### config.mk
export PLATFORM = sky130hd
export DESIGN_NAME = uart_tx_fifo
export DESIGN_NICKNAME = d
export VERILOG_FILES = /design/src/rtl/uart_tx_fifo.sv
export SDC_FILE = /design/constraint.sdc
export NUM_CORES = 1
export LEC_CHECK = 0
export BUFFER_PORTS_ARGS = -buffer_cell sky130_fd_sc_hd__buf_4
export CAP_MARGIN = 20
export CORE_MARGIN = 2
export CORE_UTILIZATION = 55
export CTS_CLUSTER_SIZE = 14
export DETAILED_ROUTE_END_ITERATION = 8
export PLACE_DENSITY = 0.84
export SLEW_MARGIN = 20
export SYNTH_ARGS = -nofsm -noshare
export SYNTH_HDL_FRONTEND = slang
export SYNTH_SLANG_ARGS = --single-unit
### constraint.sdc
create_clock -name clk -period 3.3 [get_ports clk]
set_clock_uncertainty 0.1 [all_clocks]
set_input_delay 0.495 -clock clk [delete_from_list [all_inputs] [get_ports clk]]
set_output_delay 0.495 -clock clk [all_outputs]
set_load 0.02 [all_outputs]
### src/rtl/uart_tx_fifo.sv
// uart_tx_fifo: UART transmitter with a valid/ready input, a circular
// transmit FIFO, configurable data width, optional parity and 1 or 2 stop
// bits. Queued words go out back-to-back with no idle bit between frames.
//
// Ports:
//   clk        system clock, all logic on the rising edge
//   rst        asynchronous active-low reset (flushes FIFO, aborts frame)
//   data       word to transmit (DATA_BITS wide)
//   valid      producer has a word on data
//   ready      FIFO can accept; word taken on an edge with valid && ready
//   tx         serial line, idle high, LSB first
//   busy       a frame is in progress
//   fifo_count words queued, not counting the frame on the line
module uart_tx_fifo #(
    parameter int F          = 50000000,
    parameter int BAUD       = 115200,
    parameter int DATA_BITS  = 8,
    parameter int PARITY     = 0,
    parameter int STOP_BITS  = 1,
    parameter int FIFO_DEPTH = 8
) (
    input  logic                        clk,
    input  logic                        rst,
    input  logic [DATA_BITS-1:0]        data,
    input  logic                        valid,
    output logic                        ready,
    output logic                        tx,
    output logic                        busy,
    output logic [$clog2(FIFO_DEPTH):0] fifo_count
);

    localparam int DIV  = (F + BAUD / 2) / BAUD;
    localparam int AW   = $clog2(FIFO_DEPTH);
    localparam int CNTW = AW + 1;
    localparam int BCW  = (DIV > 1) ? $clog2(DIV) : 1;

    localparam logic [BCW-1:0]  BAUD_LAST = BCW'(DIV - 1);
    localparam logic [BCW-1:0]  BAUD_ZERO = BCW'(0);
    localparam logic [BCW-1:0]  BAUD_ONE  = BCW'(1);
    localparam logic [3:0]      DATA_LAST = 4'(DATA_BITS - 1);
    localparam logic [3:0]      STOP_LAST = 4'(STOP_BITS - 1);
    localparam logic [CNTW-1:0] CNT_FULL  = CNTW'(FIFO_DEPTH);
    localparam logic [CNTW-1:0] CNT_EMPTY = CNTW'(0);

    typedef enum logic [2:0] {
        S_IDLE  = 3'd0,
        S_START = 3'd1,
        S_DATA  = 3'd2,
        S_PAR   = 3'd3,
        S_STOP  = 3'd4
    } state_t;

    // Even parity is the XOR of the data bits; odd parity is its inverse.
    function automatic logic parity_of(input logic [DATA_BITS-1:0] word);
        return (^word) ^ ((PARITY == 1) ? 1'b1 : 1'b0);
    endfunction

    logic [DATA_BITS-1:0] mem [FIFO_DEPTH];

    state_t               state_q, state_d;
    logic [BCW-1:0]       baud_q, baud_d;
    logic [3:0]           bit_q, bit_d;
    logic [DATA_BITS-1:0] shift_q, shift_d;
    logic                 par_q, par_d;
    logic [AW-1:0]        wr_ptr_q, wr_ptr_d;
    logic [AW-1:0]        rd_ptr_q, rd_ptr_d;
    logic [CNTW-1:0]      count_q, count_d;
    logic                 tx_q, tx_d;
    logic                 busy_q, busy_d;
    logic                 ready_q, ready_d;
    logic                 push_s, pop_s, baud_end_s;
    logic [DATA_BITS-1:0] head_s;

    // Next-state logic: frame sequencer, FIFO bookkeeping and registered outputs.
    always_comb begin
        state_d    = state_q;
        baud_d     = baud_q;
        bit_d      = bit_q;
        shift_d    = shift_q;
        par_d      = par_q;
        pop_s      = 1'b0;
        push_s     = valid && ready_q;
        head_s     = mem[rd_ptr_q];
        baud_end_s = (baud_q == BAUD_LAST);

        case (state_q)
            S_IDLE: begin
                if (count_q != CNT_EMPTY) begin
                    pop_s   = 1'b1;
                    shift_d = head_s;
                    par_d   = parity_of(head_s);
                    baud_d  = BAUD_ZERO;
                    bit_d   = 4'd0;
                    state_d = S_START;
                end else begin
                    state_d = S_IDLE;
                end
            end
            S_START: begin
                if (baud_end_s) begin
                    baud_d  = BAUD_ZERO;
                    state_d = S_DATA;
                end else begin
                    baud_d = baud_q + BAUD_ONE;
                end
            end
            S_DATA: begin
                if (baud_end_s) begin
                    baud_d = BAUD_ZERO;
                    if (bit_q == DATA_LAST) begin
                        bit_d   = 4'd0;
                        state_d = (PARITY != 0) ? S_PAR : S_STOP;
                    end else begin
                        bit_d   = bit_q + 4'd1;
                        shift_d = shift_q >> 1;
                    end
                end else begin
                    baud_d = baud_q + BAUD_ONE;
                end
            end
            S_PAR: begin
                if (baud_end_s) begin
                    baud_d  = BAUD_ZERO;
                    bit_d   = 4'd0;
                    state_d = S_STOP;
                end else begin
                    baud_d = baud_q + BAUD_ONE;
                end
            end
            S_STOP: begin
                if (baud_end_s) begin
                    baud_d = BAUD_ZERO;
                    if (bit_q == STOP_LAST) begin
                        bit_d = 4'd0;
                        // Chain straight into the next start bit when more is queued.
                        if (count_q != CNT_EMPTY) begin
                            pop_s   = 1'b1;
                            shift_d = head_s;
                            par_d   = parity_of(head_s);
                            state_d = S_START;
                        end else begin
                            state_d = S_IDLE;
                        end
                    end else begin
                        bit_d = bit_q + 4'd1;
                    end
                end else begin
                    baud_d = baud_q + BAUD_ONE;
                end
            end
            default: begin
                state_d = S_IDLE;
                baud_d  = BAUD_ZERO;
                bit_d   = 4'd0;
            end
        endcase

        // Pointers wrap naturally because the depth is a power of two.
        wr_ptr_d = wr_ptr_q + AW'(push_s);
        rd_ptr_d = rd_ptr_q + AW'(pop_s);
        count_d  = count_q + CNTW'(push_s) - CNTW'(pop_s);

        // Line level is derived from the next state so tx moves on the same
        // edge as the state change.
        case (state_d)
            S_IDLE:  tx_d = 1'b1;
            S_START: tx_d = 1'b0;
            S_DATA:  tx_d = shift_d[0];
            S_PAR:   tx_d = par_d;
            S_STOP:  tx_d = 1'b1;
            default: tx_d = 1'b1;
        endcase
        busy_d  = (state_d != S_IDLE);
        ready_d = (count_d != CNT_FULL);
    end

    // State, counters, pointers and output registers.
    always_ff @(posedge clk or negedge rst) begin
        if (!rst) begin
            state_q  <= S_IDLE;
            baud_q   <= BAUD_ZERO;
            bit_q    <= 4'd0;
            shift_q  <= '0;
            par_q    <= 1'b0;
            wr_ptr_q <= '0;
            rd_ptr_q <= '0;
            count_q  <= CNT_EMPTY;
            tx_q     <= 1'b1;
            busy_q   <= 1'b0;
            ready_q  <= 1'b1;
        end else begin
            state_q  <= state_d;
            baud_q   <= baud_d;
            bit_q    <= bit_d;
            shift_q  <= shift_d;
            par_q    <= par_d;
            wr_ptr_q <= wr_ptr_d;
            rd_ptr_q <= rd_ptr_d;
            count_q  <= count_d;
            tx_q     <= tx_d;
            busy_q   <= busy_d;
            ready_q  <= ready_d;
        end
    end

    // FIFO storage; contents need no reset since the pointers define validity.
    always_ff @(posedge clk) begin
        if (push_s) begin
            mem[wr_ptr_q] <= data;
        end
    end

    assign tx         = tx_q;
    assign busy       = busy_q;
    assign ready      = ready_q;
    assign fifo_count = count_q;

endmodule

* Word-level counts from Yosys, hierarchy flattened *
Memory sizes are Yosys's and may differ from the RTL's.
Index checks and enable logic that the tools add are counted.

cells by class
  reduce and logical (&&, ||, !) cells = 10
  muxes and demuxes = 35
  bitwise logic cells = 1
  add/sub/neg operators = 6
  equal/unequal tests = 16

operators by type and width
  kind                 count
  $mux 8               5
  $mux 4               6
  $pmux 8 s3           1
  $pmux 4 s5           1
  $mux 3               6
  $mux 9               2
  $pmux 9 s2           1
  $pmux 3 s5           1
  $eq 3x2->1 const B   4
  $ne 2x2->1 const B   6
  $reduce_and 5->1     2
  $add 9x1->9 const B  1
  $eq 9x9->1 const B   1
  $mux 1               9
  $reduce_xor 8->1     1
  $add 3x1->3          2
  $eq 3x1->1 const B   2
  $reduce_bool 3->1    2
  $add 4x1->4          1
  $add 4x1->4 const B  1
  $eq 4x3->1 const B   1
  $logic_not 4->1      1
  $ne 4x4->1 const B   1
  $pmux 1 s2           2
  8 further kinds      8

word-level totals
  memories kept = 1
  RAM bits = 64
  logic and storage cells = 81
  register bits after elaboration = 38

memories
  name  depth  bits a word  rd ports  clocked after Yosys merged registers in  write ports  line  source
  mem   8      8            1         0                                        1            58    logic [DATA_BITS-1:0] mem [FIFO_DEPTH];

* Logic depth before layout (Yosys ltp) *
  depth in word-level cells = 7
  depth in mapped cells = 15
  mapped depth without buffers = 14

* Worst setup path after synthesis *
Ideal clock, no wire load.

  path type = flip-flop to flip-flop
  start point = reg bit_q[0]
  end point = reg ready_q (netlist: ready)
  data arrival time = 2.683 ns
  path buffers = 0
  data required time = 3.118 ns
  cell stages (with the launch flop) = 14
  path slack = 0.435 ns
  cell sequence = dfrtp_1 -> inv_1 -> ha_1 -> nor3b_1 -> a31oi_1 -> nor3_1 -> nand2_1 -> nand2_1 -> ha_1 -> inv_1 -> fa_1 -> inv_1 -> nor3_1 -> nand2_1

between the ends
  longest elaborated chain between the ends = 6

RTL lines
  what                      line  source
  start: declaration        62    logic [3:0] bit_q, bit_d;
  start signal: assignment  194   bit_q <= bit_d;
  $logic_not 4->1           133   if (bit_q == STOP_LAST) begin
  $mux 1                    133
  $mux 1                    131   if (baud_end_s) begin
  $pmux 1 s2                86    case (state_q)
  $sub 4x1->4               161   count_d = count_q + CNTW'(push_s) - CNTW'(pop_s);
  via count_d[1]            67    logic [CNTW-1:0] count_q, count_d;
  $ne 4x4->1                174   ready_d = (count_d != CNT_FULL);
  via ready_d               70    logic ready_q, ready_d;
  end signal: assignment    202   ready_q <= ready_d;
  end: declaration          70

The timed path passes the listed nets, and every way through them passes these cells.
A chain may end at the register's enable or synchronous reset.

* Worst setup path after layout *
Same ends and word-level chain as after synthesis.

==> summary.txt <==
number of hold buffers added after CTS: 1
startpoint class of the critical path: flop
final worst path period need: 2.774 ns
Nets: 349
setup slack, reg-to-reg: 0.53 ns
1st-iter DRT viols: 136
HP Start: data[2]
max-cap violations: 0
initial antenna violation count: 0
Die Span X: 94.50 µm
DP HPWL: 4990 µm
Critical Path RT: 3.50 ns
Die ar.: 0.008929 mm²
layout cells sized above 1: 0.1631
FMAX: 360.4 MHz
GP Congestion: 0.8955
largest net degree at the start of global routing: 39
Hold Crit Depth: 1
clock slew at reported path FFs: 0.11 ns
clock sinks: 102
Area growth syn-to-layout: 10.11%
initial core utilization: 0.5566
H-Tree Level Count: 3
n_diodes: 0
critical path type: flop to flop
total CTS buffers: 9
Synth Warn #: 0
DRC errors left: 0
CORE AREA: 0.008093 mm²
Port Buf Inserts: 17
Hold Path Sink: mem[2][2]
FF-to-FF path depth: 14
PD cells: 581.3 mW/mm²
Crit. End Element: flop
worst hold slack: 0.2413 ns
Total Routing Usage GR: 0.1910
Final Max Tran Viols: 0
Pleak: 1.913 nW
WL/cell: 17.62 µm
clock tree from TritonCTS: built
Seq pwr share: 0.555
Internal Pwr Total: 2.041 mW
Final Setup Violations: 0
CTS resizes: 0
Worst-Skew Late Latency: 0.38 ns
final worst-path cycle share: 0.8407
num ports: 18
GRT Residual Overflow: 0
Sw Ratio: 0.2919
Root Driver: clkbuf_8
vias in the first global route: 2,467
Crit Reg-Reg Startpoint: bit_q[0]
Final Hold Viols: 0
Pre-antenna DRT Iters: 4
status: completed
net switching power figure: 0.8416 mW
flop and latch count out of synthesis: 102
sequential area share after synthesis: 0.6383
Mapped Area: 0.004504 mm²
Fin Setup TNS: 0 ns
first-pass GRT wire length: 12,490 µm
Post-synth EDFFs: 64
Rel. slew slack: 0.4163
syn nets: 323
fraction of registers with async set/reset: 0.3725
final wirelength: 7681 µm
detailed-route via count: 2,514
Worst-Margin Slew: 0.8723 ns
synthesized instance count: 300
Clock Tree Buf Depth: 2
RR Endpoint: ready
Die H: 94.50 µm
unrepaired setup endpoints after global routing: false
Most used DFF post-synth: edfxtp_1
CP Max Fanout: 5
worst-case vdd ir drop: 386.5 µV
Post-Syn Area per Cell: 15.01 µm²
Logic pwr share: 0.169
Worst Hold Class: input pin to flop
Arr. time, crit path: 2.98 ns
post-synth cell types: 51
# rows: 33
post-route ant nets: 0
Vias/cell: 5.766
Power Total: 2.883 mW
Clk pwr share: 0.276
Post-CTS Repair Setup Buffers: 0
Layout Utilization: 0.6129
stage by stage:
step	setup WS (ns)	instance area, µm²	std cells
detailed placement	0.5659	4745	419
CTS	0.5365	4960	436
global placement	0.6566	4745	419
finish	0.5255	4960	436
floorplan	0.4346	4504	300
global route	0.2872	4960	436
cells by family (layout without fill, tap and decap cells):
group                      count (synthesis)  after routing  synth area share
DFF                                      102            102            0.6383
and+or+nand+nor                           78             78           0.08667
AOI/OAI and AO/OA                         40             40           0.06167
muxes                                     25             25            0.1111
buffers and inverters                     23             54           0.02667
xor gates and xnor gates                  20             20           0.04056
adders and majority gates                 12             12           0.03500
final cells by class:
type | count | area (µm²)
Fill cell | 615 | 3133
Clock inverter | 7 | 81.33
Tap cell | 105 | 131.4
Multi-Input combinational cell | 175 | 1509
Clock buffer | 9 | 123.9
Inverter | 13 | 48.80
Timing Repair Buffer | 25 | 190.2
Sequential cell | 102 | 2875
cell usage after synthesis, types with 2 or more instances:
library cell / instances / share of area
inv_1: 13 / 0.011
a21o_1: 3 / 0.0050
ha_1: 11 / 0.031
mux4_1: 11 / 0.064
nor2b_1: 3 / 0.0042
and3_1: 2 / 0.0028
a21oi_1: 8 / 0.0089
and4_1: 2 / 0.0039
edfxtp_1: 64 / 0.43
nor2_1: 25 / 0.021
o22ai_1: 2 / 0.0028
xnor2_1: 9 / 0.018
nor3b_1: 2 / 0.0033
a31oi_1: 2 / 0.0028
mux2i_1: 7 / 0.016
nor3_1: 7 / 0.0078
mux4_2: 5 / 0.025
or3_1: 2 / 0.0028
nand4_1: 3 / 0.0042
a221o_1: 6 / 0.013
o32ai_1: 2 / 0.0039
clkbuf_1: 5 / 0.0042
nand2b_1: 2 / 0.0028
buf_2: 2 / 0.0022
or2_2: 2 / 0.0028
nand3_1: 4 / 0.0044
nand2_1: 18 / 0.015
xor2_1: 10 / 0.019
dfstp_2: 2 / 0.012
dfrtp_1: 36 / 0.20
buf_6: 2 / 0.0050
o21ai_0: 9 / 0.010
cell usage in the layout, fill, tap and decap left out, drive strengths merged, types with 7 or more instances in the layout:
cell type / synthesis / final
nor3: 7 / 7
dfrtp: 36 / 36
o21ai: 9 / 9
nand2: 18 / 18
xor2: 10 / 10
nor2: 25 / 25
a21oi: 8 / 8
edfxtp: 64 / 64
inv: 13 / 17
mux2i: 8 / 8
mux4: 16 / 16
clkbuf: 5 / 9
buf: 5 / 24
xnor2: 10 / 10
ha: 11 / 11
state kept, by name, indices dropped and copies added, names as in the netlist, 3 cells and up:
| name | count |
|---|---|
| mem | 64 |
| baud_q | 9 |
| shift_q | 8 |
| bit_q | 4 |
| fifo_count | 4 |
| rd_ptr_q | 3 |
| state_q | 3 |
| wr_ptr_q | 3 |
worst max-delay path by stage:
stage,startpoint,depth (start not counted),slack [ns],end
after floorplan,bit_q[0],13,0.43,ready
after global placement,bit_q[0],14,0.66,ready
after detailed placement,bit_q[0],14,0.57,ready
after CTS,bit_q[0],14,0.54,ready
after global routing,bit_q[0],14,0.29,ready
final,bit_q[0],14,0.53,ready
worst max-delay path, cell delays in order, from the launching register on:
cell and delay, ns:
dfrtp_1 0.43, inv_1 0.08, ha_1 0.13, nor3b_1 0.20
buf_4 0.18, a31oi_1 0.13, nor3_1 0.27, nand2_1 0.13
nand2_1 0.09, ha_1 0.16, inv_1 0.05, fa_1 0.48
inv_1 0.05, nor3_1 0.19, nand2_1 0.07
power groups by stage:
stage	combinational, mW	clock [mW]	sequential (mW)
floorplan	0.292	0	1.64
global placement	0.480	0	1.62
detailed placement	0.496	0	1.63
CTS	0.499	0.815	1.60
global route	0.540	0.872	1.62
finish	0.488	0.794	1.60
routing by layer:
layer / GRT usage / part of all wire / vias to the layer above
met3: 0.05267 / 0.050 / 11
met4: 0.05072 / 0.012 / 0
li1: - / - / 1185
met1: 0.2499 / 0.43 / 1235
met5: 0 / 0 / -
met2: 0.3190 / 0.51 / 83
(Power assumes the default switching activity.)
